File: config.mk
export PLATFORM = sky130hd
export DESIGN_NAME = sap1_controller
export DESIGN_NICKNAME = d
export VERILOG_FILES = /design/src/rtl/sap1_controller.sv
export SDC_FILE = /design/constraint.sdc
export NUM_CORES = 1
export LEC_CHECK = 0
export ABC_AREA = 0
export CAP_MARGIN = 20
export CORE_MARGIN = 3
export CORE_UTILIZATION = 36
export DETAILED_ROUTE_END_ITERATION = 8
export PLACE_DENSITY_LB_ADDON = 0.05
export REMOVE_ABC_BUFFERS = 1
export SLEW_MARGIN = 20
export SYNTH_ARGS = -nofsm -noshare
export SYNTH_HDL_FRONTEND = slang
export SYNTH_SLANG_ARGS = --single-unit
File: constraint.sdc
create_clock -name CLK -period 1.4 [get_ports CLK]
set_input_delay 0.35 -clock CLK [delete_from_list [all_inputs] [get_ports CLK]]
set_output_delay 0.35 -clock CLK [all_outputs]
set_load 0.05 [all_outputs]
File: src/rtl/sap1_controller.sv
// ---------------------------------------------------------------------------
// sap1_controller
//   Control sequencer for the SAP-1 datapath. A six-state one-hot ring counter
//   (T1..T6) advances on the falling clock edge, so the control word it decodes
//   is settled before the rising edge on which the datapath registers load.
//   T1-T3 fetch the instruction. T4-T6 execute the opcode held in the IR.
//   HLT freezes the ring in T4 until nCLR is asserted.
//
// Ports
//   CLK     in   1  system clock (ring advances on negedge)
//   nCLR    in   1  asynchronous active-low clear
//   OPCODE  in   4  IR upper nibble, decoded during T4-T6
//   T       out  6  one-hot ring state, T[0]=T1 .. T[5]=T6
//   Cp      out  1  PC increment
//   Ep      out  1  PC drives bus
//   nLm     out  1  MAR load (active low)
//   nCE     out  1  RAM drives bus (active low)
//   nLi     out  1  IR load (active low)
//   nEi     out  1  IR operand drives bus (active low)
//   nLa     out  1  accumulator load (active low)
//   Ea      out  1  accumulator drives bus
//   Su      out  1  ALU subtract select
//   Eu      out  1  ALU drives bus
//   nLb     out  1  register B load (active low)
//   nLo     out  1  output register load (active low)
//   HLT     out  1  halt indication to the clock gate
// ---------------------------------------------------------------------------
module sap1_controller (
    input  logic       CLK,
    input  logic       nCLR,
    input  logic [3:0] OPCODE,
    output logic [5:0] T,
    output logic       Cp,
    output logic       Ep,
    output logic       nLm,
    output logic       nCE,
    output logic       nLi,
    output logic       nEi,
    output logic       nLa,
    output logic       Ea,
    output logic       Su,
    output logic       Eu,
    output logic       nLb,
    output logic       nLo,
    output logic       HLT
);

    localparam logic [3:0] OP_LDA = 4'b0000;
    localparam logic [3:0] OP_ADD = 4'b0001;
    localparam logic [3:0] OP_SUB = 4'b0010;
    localparam logic [3:0] OP_OUT = 4'b1110;
    localparam logic [3:0] OP_HLT = 4'b1111;

    typedef enum logic [5:0] {
        S_T1 = 6'b000001,
        S_T2 = 6'b000010,
        S_T3 = 6'b000100,
        S_T4 = 6'b001000,
        S_T5 = 6'b010000,
        S_T6 = 6'b100000
    } ring_t;

    ring_t ring_q, ring_d;
    logic  halted_q, halted_d;

    // NOTE: sequential state uses non-blocking assignments so every flop
    // samples the pre-edge value of its inputs regardless of statement order.
    always_ff @(negedge CLK or negedge nCLR) begin
        if (!nCLR) begin
            ring_q   <= S_T1;
            halted_q <= 1'b0;
        end else begin
            ring_q   <= ring_d;
            halted_q <= halted_d;
        end
    end

    // Next-state: the ring holds in T4 once HLT is seen and stays frozen.
    always_comb begin
        ring_d   = ring_q;
        halted_d = halted_q;
        if (!halted_q) begin
            if (ring_q == S_T4 && OPCODE == OP_HLT) begin
                halted_d = 1'b1;
            end else begin
                case (ring_q)
                    S_T1:    ring_d = S_T2;
                    S_T2:    ring_d = S_T3;
                    S_T3:    ring_d = S_T4;
                    S_T4:    ring_d = S_T5;
                    S_T5:    ring_d = S_T6;
                    S_T6:    ring_d = S_T1;
                    default: ring_d = S_T1; // recover from any non-one-hot value
                endcase
            end
        end
    end

    assign T = ring_q;

    // Control word decode. Gating with nCLR keeps every strobe inactive while
    // clear is held, independent of the flop state.
    // NOTE: every output gets its inactive value first so no path through the
    // decode leaves a signal unassigned (which would infer a latch).
    always_comb begin
        Cp  = 1'b0;
        Ep  = 1'b0;
        nLm = 1'b1;
        nCE = 1'b1;
        nLi = 1'b1;
        nEi = 1'b1;
        nLa = 1'b1;
        Ea  = 1'b0;
        Su  = 1'b0;
        Eu  = 1'b0;
        nLb = 1'b1;
        nLo = 1'b1;
        HLT = 1'b0;
        if (nCLR) begin
            if (halted_q) begin
                HLT = 1'b1;
            end else begin
                case (ring_q)
                    S_T1: begin
                        Ep  = 1'b1;
                        nLm = 1'b0;
                    end
                    S_T2: Cp = 1'b1;
                    S_T3: begin
                        nCE = 1'b0;
                        nLi = 1'b0;
                    end
                    S_T4: begin
                        case (OPCODE)
                            OP_LDA, OP_ADD, OP_SUB: begin
                                nEi = 1'b0;
                                nLm = 1'b0;
                            end
                            OP_OUT: begin
                                Ea  = 1'b1;
                                nLo = 1'b0;
                            end
                            OP_HLT:  HLT = 1'b1;
                            default: ;
                        endcase
                    end
                    S_T5: begin
                        case (OPCODE)
                            OP_LDA: begin
                                nCE = 1'b0;
                                nLa = 1'b0;
                            end
                            OP_ADD, OP_SUB: begin
                                nCE = 1'b0;
                                nLb = 1'b0;
                            end
                            default: ;
                        endcase
                    end
                    S_T6: begin
                        if (OPCODE == OP_ADD || OPCODE == OP_SUB) begin
                            Eu  = 1'b1;
                            nLa = 1'b0;
                            Su  = (OPCODE == OP_SUB);
                        end
                    end
                    default: ;
                endcase
            end
        end
    end

endmodule

==> impl_metrics.env, run 1 <==
export IMPL_ys_types=30
export IMPL_yosys_area_top_type_share_pct=27.0
export IMPL_placed_cells=140
export IMPL_stop_stage="4_1_cts"
export IMPL_chipHeight_um=45.3
export IMPL_synth_yosys_seq_area_share_pct=31.7
export IMPL_cts_htree_levels=1
export IMPL_cts_made_buffers=3
export IMPL_clock_sinks=7
export IMPL_cts_root_buffer_cell="sky130_fd_sc_hd__clkbuf_4"
export IMPL_finalWeightedCongestion=0.811
export IMPL_cts_hold_buffers_added=0
export IMPL_ys_warns=0
export IMPL_synth_ff_type="sky130_fd_sc_hd__dfrtn_1"
export IMPL_post_cts_setup_buffers=8
export IMPL_synth_edf_count=0
export IMPL_place_ws_ns=-1.11
export IMPL_io_buffer_count=24
export IMPL_placedInstanceArea_um2=1180
export IMPL_ios=25
export IMPL_clock_path_buffers=2
export IMPL_initial_utilization_pct=40.3
export IMPL_post_synthesis_register_bit_count=7
export IMPL_post_synth_instance_area_um2=557
export IMPL_fp_row_count=13
export IMPL_die_x_um=45.3
export IMPL_run_stop_error="[ERROR DPL-0033] detailed placement checks failed during check placement."
export IMPL_post_synth_main_area_contributors="sky130_fd_sc_hd__dfrtn_1 (27%), sky130_fd_sc_hd__nand2_1 (6.7%), sky130_fd_sc_hd__o21ai_0 (6.3%), sky130_fd_sc_hd__nor2_1 (5.4%), sky130_fd_sc_hd__dfstp_2 (4.7%)"
export IMPL_largest_area_contributor_in_the_netlist="sky130_fd_sc_hd__dfrtn_1"
export IMPL_cts_repair_resized=53
export IMPL_ys_async_sr_fraction_pct=100
export IMPL_synthesis_area_per_instance_um2=7.73
export IMPL_syn_inst=72
export IMPL_dp_hpwl_um=1560
export IMPL_run_status="did not finish"
## synth_stat cells (2+ instances only)
cell / number
sky130_fd_sc_hd__nor3_1: 3
sky130_fd_sc_hd__nor2_2: 2
sky130_fd_sc_hd__nand3_1: 5
sky130_fd_sc_hd__nand3b_1: 2
sky130_fd_sc_hd__or4_1: 2
sky130_fd_sc_hd__nand4_1: 3
sky130_fd_sc_hd__nand2_1: 10
sky130_fd_sc_hd__dfrtn_1: 6
sky130_fd_sc_hd__nor2b_1: 2
sky130_fd_sc_hd__inv_1: 3
sky130_fd_sc_hd__nor2_1: 8
sky130_fd_sc_hd__o21ai_0: 7
sky130_fd_sc_hd__a21oi_1: 2
## cells by family after synthesis
family	after synthesis	synth area share, %
simple gates	44	45.4
compound gates	15	16.9
flops	7	31.7
buf+inv	4	2.92
xor+xnor	2	3.15
## stage by stage
step | hold WS [ns] | setup TNS, ns
after floorplan | 0.476 | -21.90
after global placement | 0.505 | -19.75
after detailed placement | 0.512 | -20.95
==> inputs of run 2 (changes only) <==
--- a/config.mk
+++ b/config.mk
@@ -7,10 +7,10 @@
 export LEC_CHECK = 0
 export ABC_AREA = 0
 export CAP_MARGIN = 20
-export CORE_MARGIN = 3
-export CORE_UTILIZATION = 36
+export CORE_AREA = 3 3 64 66
 export DETAILED_ROUTE_END_ITERATION = 8
-export PLACE_DENSITY_LB_ADDON = 0.05
+export DIE_AREA = 0 0 67 69
+export PLACE_DENSITY_LB_ADDON = 0.15
 export REMOVE_ABC_BUFFERS = 1
 export SLEW_MARGIN = 20
 export SYNTH_ARGS = -nofsm -noshare
==> constraint.sdc (replaced) <==
create_clock -name CLK -period 1.8 [get_ports CLK]
set_input_delay 0.45 -clock CLK [delete_from_list [all_inputs] [get_ports CLK]]
set_output_delay 0.45 -clock CLK [all_outputs]
set_load 0.05 [all_outputs]
==> run 2 against run 1 <==
Synthesized cell count unchanged. The flow now finishes, with violations (negative setup slack). Area after synthesis is the same.
==> impl_metrics.env, run 2 <==
export IMPL_die_x_um=67
export IMPL_final_common_cell="sky130_fd_sc_hd__buf_4"
export IMPL_worstSetupStartpoint="T[5]"
export IMPL_cp_arrival_ns=2.55
export IMPL_maximum_number_of_pins_on_one_net_before_global_route_repair=9
export IMPL_cts_hold_buffers_added=0
export IMPL_grt_first_pass_wirelength_um=3780
export IMPL_core_ar_um2=3630
export IMPL_cellPowerDensity_nw_per_um2=294
export IMPL_setup_viol=23
export IMPL_setup_worst_path_start_class="flip-flop"
export IMPL_synth_edf_count=0
export IMPL_post_synthesis_register_bit_count=7
export IMPL_synth_ff_type="sky130_fd_sc_hd__dfrtn_1"
export IMPL_ios=25
export IMPL_fillerInstances=378
export IMPL_final_hold_viol_count=0
export IMPL_top_library_cells_by_usage_in_the_layout_fill_and_taps_aside="sky130_fd_sc_hd__buf_4 (32), sky130_fd_sc_hd__buf_6 (18), sky130_fd_sc_hd__buf_12 (15), sky130_fd_sc_hd__nand2_1 (8), sky130_fd_sc_hd__dfrtn_1 (6)"
export IMPL_synthesis_area_per_instance_um2=7.73
export IMPL_io_buffer_count=24
export IMPL_tightest_slew_ns=0.299
export IMPL_grt_pass1_vias=834
export IMPL_criticalPathCategory="flip-flop to output port"
export IMPL_mean_number_of_vias_per_cell=4.18
export IMPL_largest_register_ffs=6
export IMPL_syn_inst=72
export IMPL_globalRouteMet2Util_pct=17.9
export IMPL_cts_made_buffers=3
export IMPL_yosys_area_top_type_share_pct=27.0
export IMPL_worst_reg_to_reg_setup_slack_ns=0.28
export IMPL_diodes=0
export IMPL_clock_path_buffers=2
export IMPL_timing_slew_headroom_pct=79.9
export IMPL_finalWeightedCongestion=0.780
export IMPL_average_routed_wire_per_standard_cell_um=12.4
export IMPL_fin_worst_hold_slack_ns=0.596
export IMPL_placedInstanceArea_um2=1270
export IMPL_cts_htree_levels=1
export IMPL_post_synth_instance_area_um2=557
export IMPL_finish_cell_count_without_fillers=191
export IMPL_chipHeight_um=69
export IMPL_crit_required_ns=1.35
export IMPL_critPathMaxFanout=4
export IMPL_ys_types=30
export IMPL_clock_latency_ns=0.29
export IMPL_clock_sinks=7
export IMPL_place_ws_ns=-0.991
export IMPL_drc=0
export IMPL_synth_most_common_cell="sky130_fd_sc_hd__nand2_1"
export IMPL_global_route_usage_met1_pct=12.6
export IMPL_timing_max_transition_violations_final=0
export IMPL_power_ir_vdd_worst_uv=296
export IMPL_fin_worst_skew_ns=0.0472
export IMPL_clkSlewWorstSetupHoldPaths_ns=0.03
export IMPL_post_synth_main_area_contributors="sky130_fd_sc_hd__dfrtn_1 (27%), sky130_fd_sc_hd__nand2_1 (6.7%), sky130_fd_sc_hd__o21ai_0 (6.3%), sky130_fd_sc_hd__nor2_1 (5.4%), sky130_fd_sc_hd__dfstp_2 (4.7%)"
export IMPL_postLayoutCellArea_um2=1520
export IMPL_drive_gt1_share_pct=65.7
export IMPL_cts_root_buffer_cell="sky130_fd_sc_hd__clkbuf_8"
export IMPL_initial_utilization_pct=15.3
export IMPL_dp_hpwl_um=1860
export IMPL_hold_path_class="flip-flop to flip-flop"
export IMPL_detail_route_first_pass_iterations=2
export IMPL_grt_util_overall_pct=10.9
export IMPL_clock_tree_from_tritoncts="built"
export IMPL_nNetsFinal=150
export IMPL_holdCritStartpoint="halted_q"
export IMPL_ys_async_sr_fraction_pct=100
export IMPL_failed_checks="negative setup slack"
export IMPL_placed_cells=180
export IMPL_run_status="complete, but fails checks"
export IMPL_grt_overflow_total=0
export IMPL_drv_cap=0
export IMPL_largest_area_contributor_in_the_netlist="sky130_fd_sc_hd__dfrtn_1"
export IMPL_busiest_layer_in_global_routing="met2"
export IMPL_final_core_utilization_pct=41.9
export IMPL_synth_yosys_seq_area_share_pct=31.7
export IMPL_cellLeakagePower_nw=0.631
export IMPL_via_count=799
export IMPL_ant_nets=0
export IMPL_total_die_area_um2=4620
export IMPL_antenna_found_initial=0
export IMPL_critical_path_endpoint_type="output port"
export IMPL_gr_usage_met3_pct=1.47
export IMPL_fp_row_count=22
export IMPL_critical_path_reg2reg_startpoint="T[4]"
export IMPL_ys_warns=0
export IMPL_wirelength_um=2370
export IMPL_rsz_0062_raised_after_global_routing="yes"
export IMPL_setup_slack_ns=-1.20
export IMPL_post_synth_most_frequent_cells="sky130_fd_sc_hd__nand2_1 (10), sky130_fd_sc_hd__nor2_1 (8), sky130_fd_sc_hd__o21ai_0 (7)"
export IMPL_dr_iter_0_viols=18
export IMPL_layout_area_overhead_vs_synth_pct=173
==> run 2: stage by stage <==
step | TNS [ns] | power, mW
2_1_floorplan | -19.58 | 0.181
3_3_place_gp | -17.37 | 0.224
3_5_place_dp | -17.51 | 0.224
4_1_cts | -18.86 | 0.452
5_1_grt | -20.44 | 0.470
6_report | -18.92 | 0.447
==> run 2: kinds of logic (layout without fill, tap and decap cells) <==
logic type | count (synthesis) | after routing | share of synthesized area, %
xor+xnor | 2 | 2 | 3.15
compound gates | 15 | 15 | 16.9
buf+inv | 4 | 75 | 2.92
simple gates | 44 | 44 | 45.4
flops | 7 | 7 | 31.7
==> run 2: timing repair <==
item	in CTS	in global routing
setup endpoints to repair	24	23
buffers inserted	7	3
cloned	0	0
pin swaps	15	4
endpoints found under the hold margin	0	0
gates resized for setup	59	6
==> run 2: critical path, stage by stage, from the launching register on <==
cell and delay, ns:
sky130_fd_sc_hd__dfrtn_1 0.40, sky130_fd_sc_hd__nor4_4 0.36, sky130_fd_sc_hd__nand3b_4 0.15, sky130_fd_sc_hd__nor2_4 0.13
sky130_fd_sc_hd__and4_4 0.23, sky130_fd_sc_hd__buf_12 0.13
==> run 2: report_power, final <==
group / switching, mW / internal (mW) / total (mW)
Sequential: 0 / 0.159 / 0.159
Combinational: 0.0275 / 0.0346 / 0.0621
Clock: 0.0756 / 0.151 / 0.226
==> run 2: area by class of cell <==
| type | count | area, um2 | share of cell area, % |
|---|---|---|---|
| sequential | 7 | 176 | 11.6 |
| inverter | 2 | 7.51 | 0.493 |
| clock inverter | 2 | 7.51 | 0.493 |
| clock buffer | 3 | 41.3 | 2.71 |
| tap | 48 | 60.1 | 3.95 |
| multi-input combinational | 61 | 445 | 29.3 |
| timing repair buffer | 68 | 783 | 51.5 |
==> run 2: final timing paths <==
path / end / cells past startpoint
max in group asynchronous: T[0] / 2
worst max register to register: T[3] / 4
worst max-delay path: Ea / 5
worst min-delay path: T[5] / 3
min in group asynchronous: T[4] / 2
worst min register to register: T[5] / 3
==> run 2: metal layers <==
layer	routed length [um]	up-vias	part of all wire, %
met2	1160	22	49
li1	-	403	-
met4	66	0	2.8
met5	0	-	0
met1	1030	370	43
met3	112	4	4.7
(Power assumes the default switching activity.)
==> inputs of run 3 (changes only) <==
==> constraint.sdc (replaced) <==
create_clock -name CLK -period 1.8 [get_ports CLK]
set_input_delay 0.18 -clock CLK [delete_from_list [all_inputs] [get_ports CLK]]
set_output_delay 0.18 -clock CLK [all_outputs]
set_load 0.05 [all_outputs]
==> run 3 against run 2 <==
The run still ends with negative setup slack left. Worst hold slack worse by 0.017 ns. Sequential share of layout area up 0.55 points. Count of clock-buffer cells in the layout unchanged. Flip-flop and latch count unchanged. First-iteration DRC count up 120%. Setup slack better by 0.27 ns. Design area down 4.5%. Critical path depth unchanged. Largest cell class unchanged. Critical endpoint unchanged. Largest power group unchanged. Power down 3.9%.
==> impl_metrics.env, run 3 (same netlist as run 2, synthesis figures left out) <==
export IMPL_grt_first_pass_wirelength_um=3860
export IMPL_clock_latency_ns=0.29
export IMPL_rr_worst_depth=7
export IMPL_switching_power_mw=0.0964
export IMPL_wirelength_um=2360
export IMPL_clock_sinks=7
export IMPL_regToRegEndpoint="T[0]"
export IMPL_failed_checks="negative setup slack"
export IMPL_hold_path_class="flip-flop to flip-flop"
export IMPL_ios=25
export IMPL_grt_util_overall_pct=10.8
export IMPL_swShare_pct=22.4
export IMPL_critical_path_endpoint_type="output port"
export IMPL_crit_buf_inv=1
export IMPL_clock_power_share_pct=51.7
export IMPL_criticalPathCategory="flip-flop to output port"
export IMPL_place_ws_ns=-0.736
export IMPL_seq_power_share_pct=37.0
export IMPL_rsz_0062_raised_after_global_routing="yes"
export IMPL_cts_made_buffers=3
export IMPL_grt_overflow_total=0
export IMPL_grt_pass1_vias=810
export IMPL_fin_worst_hold_slack_ns=0.579
export IMPL_io_buffer_count=24
export IMPL_finalWeightedCongestion=0.777
export IMPL_critical_path_reg2reg_startpoint="T[2]"
export IMPL_setup_worst_path_start_class="flip-flop"
export IMPL_clkSlewWorstSetupHoldPaths_ns=0.03
export IMPL_setup_viol=19
export IMPL_worst_reg_to_reg_setup_slack_ns=0.26
export IMPL_die_x_um=67
export IMPL_critical_path_max_stage_delay_ns=0.39
export IMPL_clock_tree_from_tritoncts="built"
export IMPL_total_die_area_um2=4620
export IMPL_p_int_mw=0.333
export IMPL_holdCritStartpoint="halted_q"
export IMPL_cts_root_buffer_cell="sky130_fd_sc_hd__clkbuf_8"
export IMPL_run_status="complete, but fails checks"
export IMPL_nNetsFinal=147
export IMPL_cellLeakagePower_nw=0.591
export IMPL_globalRouteMet2Util_pct=17.7
export IMPL_min_delay_path_depth=2
export IMPL_tightest_slew_ns=0.292
export IMPL_dr_iter_0_viols=39
export IMPL_largest_register_ffs=6
export IMPL_drive_gt1_share_pct=63.6
export IMPL_dp_hpwl_um=1880
export IMPL_layout_area_overhead_vs_synth_pct=161
export IMPL_gr_usage_met3_pct=1.30
export IMPL_fp_row_count=22
export IMPL_critical_path_slowest_cell="sky130_fd_sc_hd__dfrtn_1"
export IMPL_top_library_cells_by_usage_in_the_layout_fill_and_taps_aside="sky130_fd_sc_hd__buf_4 (34), sky130_fd_sc_hd__buf_12 (15), sky130_fd_sc_hd__buf_6 (10), sky130_fd_sc_hd__nand2_1 (8)"
export IMPL_crit_chain="nor4_4, nand3b_4, nor2_4, and4_4, buf_12"
export IMPL_fillerInstances=384
export IMPL_timing_max_transition_violations_final=0
export IMPL_cellPowerDensity_nw_per_um2=296
export IMPL_antenna_found_initial=0
export IMPL_maximum_number_of_pins_on_one_net_before_global_route_repair=9
export IMPL_setup_slack_ns=-0.934
export IMPL_critPathMaxFanout=4
export IMPL_drv_cap=0
export IMPL_setup_tns_final_ns=-13.31
export IMPL_average_routed_wire_per_standard_cell_um=12.5
export IMPL_diodes=0
export IMPL_comb_power_share_pct=11.3
export IMPL_mean_number_of_vias_per_cell=4.27
export IMPL_cts_htree_levels=1
export IMPL_timing_slew_headroom_pct=80.4
export IMPL_chipHeight_um=69
export IMPL_initial_utilization_pct=15.3
export IMPL_final_common_cell="sky130_fd_sc_hd__buf_4"
export IMPL_timing_hold_worst_endpoint="T[2]"
export IMPL_global_route_usage_met1_pct=13.8
export IMPL_via_count=802
export IMPL_core_ar_um2=3630
export IMPL_busiest_layer_in_global_routing="met2"
export IMPL_power_ir_vdd_worst_uv=315
export IMPL_ant_nets=0
export IMPL_detail_route_first_pass_iterations=4
export IMPL_cts_hold_buffers_added=0
export IMPL_final_hold_viol_count=0
export IMPL_clock_path_buffers=2
export IMPL_drc=0
export IMPL_critical_path_top_delay_family="simple AND/OR/NAND/NOR gates"
export IMPL_crit_required_ns=1.62
export IMPL_fin_worst_skew_ns=0.0407
export IMPL_cp_arrival_ns=2.55
-- run 3: worst max-delay path by stage --
stage,slack [ns],from,cells past startpoint,endpoint
5_1_grt,-1.00,T[2],5,Ea
6_report,-0.93,T[2],5,Ea
3_3_place_gp,-0.73,T[0],5,nLm
4_1_cts,-0.91,T[2],5,Ea
3_5_place_dp,-0.74,T[0],5,nLm
2_1_floorplan,-1.47,T[2],4,nCE
-- run 3: timing repair --
action | CTS | global route
resized for setup | 33 | 15
endpoints found under the hold margin | 0 | 0
pin swaps | 13 | 5
endpoints found under the setup margin | 23 | 22
buffers inserted | 7 | 2
-- run 3: area by class of cell --
cell class              instances  area (um2)  share of cell area, %
clock buffers                   3        41.3                   2.84
clock inverters                 2        7.51                  0.517
inverters                       2        7.51                  0.517
multi-input cells              61         447                   30.7
flip-flops and latches          7         176                   12.1
well taps                      48        60.1                   4.13
repair buffers                 65         713                   49.1
-- run 3: power by group through the flow --
stage,logic [mW],clock network [mW],registers [mW]
floorplan,0.0129,0.00695,0.161
global placement,0.0501,0.00695,0.161
detailed placement,0.0501,0.00695,0.161
CTS,0.0501,0.226,0.159
global route,0.0542,0.241,0.159
finish,0.0487,0.222,0.159
-- run 3: layer usage --
| layer | wire length [um] | up-vias |
|---|---|---|
| met3 | 140 | 4 |
| li1 | - | 399 |
| met2 | 1150 | 26 |
| met1 | 1030 | 373 |
| met4 | 42 | 0 |
| met5 | 0 | - |
-- run 3: worst reg2reg max path, cell delays in order, from the launching register on --
cell	delay, ns
sky130_fd_sc_hd__dfrtn_1	0.39
sky130_fd_sc_hd__buf_4	0.17
sky130_fd_sc_hd__buf_4	0.13
sky130_fd_sc_hd__nor2b_4	0.13
sky130_fd_sc_hd__buf_4	0.12
sky130_fd_sc_hd__a32oi_1	0.25
sky130_fd_sc_hd__o211ai_1	0.13
sky130_fd_sc_hd__o21ai_0	0.17
-- run 3: metrics by stage --
stage	util [%]	instances	power [mW]	area, um2
2_1_floorplan	-	71	0.181	552
3_3_place_gp	34.3	177	0.218	1250
3_5_place_dp	34.3	177	0.218	1250
4_1_cts	39.3	187	0.435	1430
5_1_grt	40.0	188	0.454	1450
6_report	40.0	188	0.430	1450
==> inputs of run 4 (changes only) <==
--- a/config.mk
+++ b/config.mk
@@ -10,9 +10,10 @@
 export CORE_AREA = 3 3 64 66
 export DETAILED_ROUTE_END_ITERATION = 8
 export DIE_AREA = 0 0 67 69
+export GPL_TIMING_DRIVEN = 1
 export PLACE_DENSITY_LB_ADDON = 0.15
 export REMOVE_ABC_BUFFERS = 1
-export SLEW_MARGIN = 20
+export SLEW_MARGIN = 5
 export SYNTH_ARGS = -nofsm -noshare
 export SYNTH_HDL_FRONTEND = slang
 export SYNTH_SLANG_ARGS = --single-unit
==> results of run 4 <==
Same layout as run 3: the final DEF is identical, and so are final timing and power.
